===== src/rtl/io_switch_debounce.sv =====
// io_switch_debounce
//   Input stage for the board switches, placed upstream of the memory/IO mux.
//   The 16 data switches and 3 control switches are first synchronised to
//   sys_clk through two flops. The combined 19-bit vector is then debounced
//   as one unit. The block keeps the debounced values and a sticky change mask
//   for the data switches. The CPU reads these back as IO registers through a
//   combinational read mux.
//
// Ports
//   sys_clk      in   1   system clock, all state on rising edge
//   sys_rst_n    in   1   asynchronous, active-low reset
//   sw_raw       in   16  raw data switches (asynchronous)
//   ctl_raw      in   3   raw control switches (asynchronous)
//   ioread       in   1   IO read strobe
//   switchctrl   in   1   switch chip-select
//   addr_sel     in   2   0=data, 1=control, 2=change mask (read-clear), 3=reserved
//   ioread_data  out  16  read data, valid while ioread & switchctrl, else 0
//   sw_stable    out  16  debounced data switches
//   ctl_stable   out  3   debounced control switches
//   sw_changed   out  1   change mask is non-zero
//   sw_irq       out  1   one-cycle pulse after a commit that changed a data switch
//
// Configuration
//   SW_EDGE_IRQ_EN : when defined, builds the registered commit pulse on sw_irq.
//                    When undefined, sw_irq is tied low.

module io_switch_debounce #(
  parameter int unsigned DEBOUNCE_CYCLES = 1000000,
  parameter int unsigned CNT_W           = 20
) (
  input  logic        sys_clk,
  input  logic        sys_rst_n,
  input  logic [15:0] sw_raw,
  input  logic [2:0]  ctl_raw,
  input  logic        ioread,
  input  logic        switchctrl,
  input  logic [1:0]  addr_sel,
  output logic [15:0] ioread_data,
  output logic [15:0] sw_stable,
  output logic [2:0]  ctl_stable,
  output logic        sw_changed,
  output logic        sw_irq
);

  localparam logic [CNT_W-1:0] CNT_LAST = CNT_W'(DEBOUNCE_CYCLES - 1);

  typedef enum logic {
    IDLE  = 1'b0,
    COUNT = 1'b1
  } state_t;

  state_t      state, state_nxt;
  logic [18:0] sync1, sync2;
  logic [18:0] cand, cand_nxt;
  logic [18:0] stable;
  logic [CNT_W-1:0] cnt, cnt_nxt;
  logic        commit;
  logic [15:0] commit_diff;
  logic [15:0] mask, mask_nxt;
  logic        read_en;
  logic        mask_clr;

  // Two-flop synchroniser for the asynchronous switch inputs
  always_ff @(posedge sys_clk or negedge sys_rst_n) begin
    if (!sys_rst_n) begin
      sync1 <= '0;
      sync2 <= '0;
    end else begin
      sync1 <= {ctl_raw, sw_raw};
      sync2 <= sync1;
    end
  end

  always_ff @(posedge sys_clk or negedge sys_rst_n) begin
    if (!sys_rst_n) state <= IDLE;
    else            state <= state_nxt;
  end

  // Debounce FSM. Any deviation from the candidate either drops back to IDLE
  // (the input returned to the stable value) or restarts the count on the new
  // value.
  always_comb begin
    state_nxt = state;
    cand_nxt  = cand;
    cnt_nxt   = cnt;
    commit    = 1'b0;
    case (state)
      IDLE: begin
        if (sync2 != stable) begin
          cand_nxt  = sync2;
          cnt_nxt   = '0;
          state_nxt = COUNT;
        end
      end
      COUNT: begin
        if (sync2 != cand) begin
          if (sync2 == stable) begin
            state_nxt = IDLE;
          end else begin
            cand_nxt = sync2;
            cnt_nxt  = '0;
          end
        end else if (cnt == CNT_LAST) begin
          commit    = 1'b1;
          state_nxt = IDLE;
        end else begin
          cnt_nxt = cnt + CNT_W'(1);
        end
      end
      default: state_nxt = IDLE;
    endcase
  end

  // Only the data-switch part of a commit feeds the change mask.
  assign commit_diff = commit ? (stable[15:0] ^ cand[15:0]) : 16'h0000;

  assign read_en  = ioread & switchctrl;
  assign mask_clr = read_en & (addr_sel == 2'd2);

  // A read-clear and a commit on the same edge: the old bits are dropped and
  // the bits from this commit are kept.
  assign mask_nxt = mask_clr ? commit_diff : (mask | commit_diff);

  always_ff @(posedge sys_clk or negedge sys_rst_n) begin
    if (!sys_rst_n) begin
      cand   <= '0;
      cnt    <= '0;
      stable <= '0;
      mask   <= '0;
    end else begin
      cand <= cand_nxt;
      cnt  <= cnt_nxt;
      if (commit) stable <= cand;
      mask <= mask_nxt;
    end
  end

`ifdef SW_EDGE_IRQ_EN
  logic irq_r;

  always_ff @(posedge sys_clk or negedge sys_rst_n) begin
    if (!sys_rst_n) irq_r <= 1'b0;
    else            irq_r <= (commit_diff != 16'h0000);
  end

  assign sw_irq = irq_r;
`else
  assign sw_irq = 1'b0;
`endif

  assign sw_stable  = stable[15:0];
  assign ctl_stable = stable[18:16];
  assign sw_changed = |mask;

  always_comb begin
    ioread_data = 16'h0000;
    if (read_en) begin
      case (addr_sel)
        2'd0:    ioread_data = stable[15:0];
        2'd1:    ioread_data = {13'b0, stable[18:16]};
        2'd2:    ioread_data = mask;
        default: ioread_data = 16'h0000;
      endcase
    end
  end

endmodule


===== config.mk =====
export PLATFORM = sky130hd
export DESIGN_NAME = io_switch_debounce
export DESIGN_NICKNAME = d
export VERILOG_FILES = /design/src/rtl/io_switch_debounce.sv
export SDC_FILE = /design/constraint.sdc
export NUM_CORES = 1
export LEC_CHECK = 0
export ABC_AREA = 1
export CORE_ASPECT_RATIO = 1.2
export CORE_UTILIZATION = 55
export DETAILED_ROUTE_END_ITERATION = 10
export GPL_ROUTABILITY_DRIVEN = 1
export PLACE_DENSITY_LB_ADDON = 0.25
export SYNTH_ARGS = -nofsm -noshare
export SYNTH_HDL_FRONTEND = slang
export SYNTH_SLANG_ARGS = --single-unit

===== constraint.sdc =====
create_clock -name sys_clk -period 2 [get_ports sys_clk]
set_clock_uncertainty 0.05 [all_clocks]
set_input_delay 0.2 -clock sys_clk [delete_from_list [all_inputs] [get_ports sys_clk]]
set_output_delay 0.2 -clock sys_clk [all_outputs]
set_load 0.02 [all_outputs]

==> run summary <==
The kind of critical path is flip-flop to flip-flop. The initial utilization of the core area, before any placement, comes to 57.4%. Measured on the finished design, the core utilization comes to about three quarters. The kind of path behind the tightest hold check is primary input to flip-flop. The first global-routing pass estimated 23.8 mm of wire. Buffers inserted during clock tree synthesis total 17. The layout cell share with drive strength beyond 1 came out at about an eighth. The clock slew at the register clock pins of the worst setup and hold paths is 0.06 ns.

The count of buffer and inverter cells on the critical path came out at 2. The cell count after placement came out at approximately 950. The kind of start point of the critical path is a flip-flop. The proportion of synthesized chip area in sequential cells is about half.

Summed over all nets, the half-perimeter wirelength after detailed placement is 9.46 mm. The area of the die came out at 11,000 sq um. When the netlist entered floorplanning its net count stood at roughly 780. The number of levels the H-tree was split into is 4.

The average instance area after synthesis is ~7.7 sq um. 62 I/O pins were placed. The post-detailed-route DRC marker count came out at 0. The total standard cell area after synthesis came out at between 5000 and 6000 sq um. The worst setup path is captured at a flip-flop. The number of storage elements in the synthesis netlist came out at about 110. The run finished with clean final reports. The final critical delay including setup and external delays came out at around 1.9 ns. Routability-driven placement finished with a final weighted congestion of around 0.91. Derived from the worst setup path, the maximum achievable clock frequency is 517 MHz. The routed wire length is approximately 14 mm.

The violation count after the first detailed-routing iteration came out at 319. The placement row count is 40. Setup slack closes at 0.0666 ns.

The number of global-route vias before repair came out at ~5.2k. The post-route cell area came out at about 7400 sq um. Before CTS, the worst setup slack after placement is -0.334 ns. Summing all placed instances gives a cell area of approximately 6600 sq um. Setup violations remaining at the end of the flow were counted as 0.

The worst path arrival time came out at 2.20 ns. The count of final max-slew check failures is 0. The tree is rooted in a clkbuf_16. The post-synthesis to final-layout area growth came out at 27.5%.

The count of vias placed by the detailed router is ~5.2k. The power density over cell area is 831 nW/um^2. The die width came out at 95.8 um.

At the end of the flow, the number of nets in the layout was 868. The largest single stage delay on the critical path is around 0.4 ns. Synthesis produced 757 cells.

The number of iterations in the first detailed-routing pass is 5. The clock latency on the worst-skew pair is just over 0.4 ns. TritonCTS built the clock tree. The total global routing track utilization is between 20% and 30%.

After floorplanning, the core was sized to cover 10,100 sq um. The number of buffers inserted by port buffering came out at 60. The post-detailed-route via-to-cell ratio came out at between 5 and 6. The cell family contributing the most delay on the critical path is simple AND/OR/NAND/NOR gates. Max-cap violations in this run came to 0. The sequential cells in the finished layout cover a total of 2830 sq um.

Once detail routing completed, the nets flagged for antenna violations numbered 0. STA puts the critical path data required time at roughly 2.3 ns. The worst hold-check slack came out at 0.174 ns. The filler cell count came out at 700.

The ratio of final minimum period to clock period came out at between 90% and 100%. The maximum number of pins on one net before global-route repair came out at 55. The total number of clock tree sinks came out at 113. In this run the vertical extent of the chip is around 110 um. The number of buffers on the longest clock path is 2. The initial antenna violation count is 0. The global route total overflow came out at 0.

The number of antenna cells inserted is 0. In this run, distinct cell masters in the synthesized netlist total 31. The count of synthesis-stage warnings from yosys came out at 0.

The peak ir drop on the vdd network came out at roughly 0.58 mV. The largest fanout on the critical path came out at 54. The mean routed wirelength per cell came out at approximately 14 um. Total power for the finished layout comes to roughly 6.1 mW. The number of endpoints with negative hold slack in the final report is 0. Setup repair after global routing could not meet its margin everywhere. Traced cell by cell, the critical path runs through ha_2, nand2_2, nor3_4, nand3_2, inv_1, nand2_4, buf_12, o22ai_1. Setup total negative slack on the finished layout was measured at 0 ns.

Excluding fillers, the count of instances in the completed layout stands at 981. The slowest stage of the critical path belongs to the cell dfrtp_1. The area used by multi-input combinational logic came out at roughly 2400 sq um.

The analysis attributes to cell leakage a power of between 3 and 4 nW.
-- cell usage after synthesis --
library cell / n / area [sq um]
nand2_1: 259 / 972
dfrtp_1: 113 / 2830
inv_1: 112 / 420
nand3_1: 74 / 370
nor2_1: 46 / 173
o21ai_0: 34 / 170
xnor2_1: 22 / 193
o21ai_2: 14 / 123
o21ai_1: 13 / 65.1
o22ai_1: 13 / 81.3
buf_6: 11 / 124
inv_2: 7 / 26.3
clkbuf_1: 5 / 18.8
nand4_1: 5 / 31.3
nor3_1: 5 / 25.0
nor4_1: 4 / 25.0
buf_2: 3 / 15.0
buf_4: 2 / 15.0
nor2_2: 2 / 12.5
or2_2: 2 / 12.5
a21oi_1: 1 / 5.00
clkinv_1: 1 / 3.75
conb_1: 1 / 3.75
ha_1: 1 / 12.5
nand2_2: 1 / 6.26
nand2_4: 1 / 11.3
nand3_2: 1 / 10.0
nand3b_1: 1 / 7.51
nor2_4: 1 / 11.3
nor2_8: 1 / 20.0
xor2_1: 1 / 8.76
-- worst paths after layout --
kind,from,to,slack [ns],cells past startpoint
worst max register to register,cnt[1],mask[9],0.07,8
worst min register to register,sync1[2],sync2[2],0.29,0
worst min-delay path,sw_raw[11],sync1[11],0.17,1
worst max-delay path,cnt[1],mask[9],0.07,8
max in group asynchronous,sys_rst_n,sync2[15],1.02,3
min in group asynchronous,sys_rst_n,sync1[7],0.27,2
-- per-layer routing --
metal  up-vias  routed length [um]  track usage (%)
li1       2519                   -                -
met1      2484                5660             32.6
met2       171                7330             49.0
met3        39                 646             5.98
met4         0                 475             15.3
met5         -                   0                0
-- area by class of cell --
type | instances | area share, %
clock inverters | 14 | 2.88
multi-input cells | 503 | 32.7
clock buffers | 18 | 5.94
repair buffers | 87 | 11.9
flip-flops and latches | 113 | 38.3
well taps | 126 | 2.13
inverters | 120 | 6.09
-- layout by cell type, fill, tap and decap left out, types with 14 or more instances in the layout --
cell type	instances
nand2_1	255
nand3_1	72
buf_4	17
clkbuf_16	18
clkdlybuf4s50_1	42
nor2_1	43
o21ai_2	14
o21ai_0	34
inv_1	112
dfrtp_1	108
xnor2_1	22
-- logic make-up (layout without fill, tap and decap cells) --
family,Yosys count,after routing,synth area share [%]
and+or+nand+nor,403,403,29.1
other,1,1,0.0646
AOI/OAI and AO/OA,75,75,7.66
adders and majority gates,1,1,0.216
xor gates and xnor gates,23,23,3.47
DFF,113,113,48.7
buffers and inverters,141,239,10.7
-- where the power goes --
group	total [mW]	switching (mW)	internal, mW
logic	0.396	0.231	0.164
clock network	3.32	1.08	2.24
registers	2.43	0.0678	2.37
-- sequential cells by signal (all words and copies together) (netlist names) --
name,count
cnt,20
cand,19
stable,19
sync1,19
sync2,19
mask,16
state,1
-- repair_timing --
| item | CTS | global route |
|---|---|---|
| cloned | 0 | 1 |
| resized for setup | 31 | 37 |
| hold endpoints to repair | 34 | 0 |
| hold buffers | 1 | 0 |
| setup endpoints to repair | 18 | 54 |
| buffers inserted | 0 | 2 |
| pin swaps | 0 | 5 |
-- worst reg2reg max path, cell delays in order (launching register included) --
cell	delay, ns
dfrtp_1	0.40
ha_2	0.23
nand2_2	0.11
nor3_4	0.24
nand3_2	0.16
inv_1	0.14
nand2_4	0.06
buf_12	0.18
o22ai_1	0.26
No activity file was read; power rests on OpenSTA's default activity.
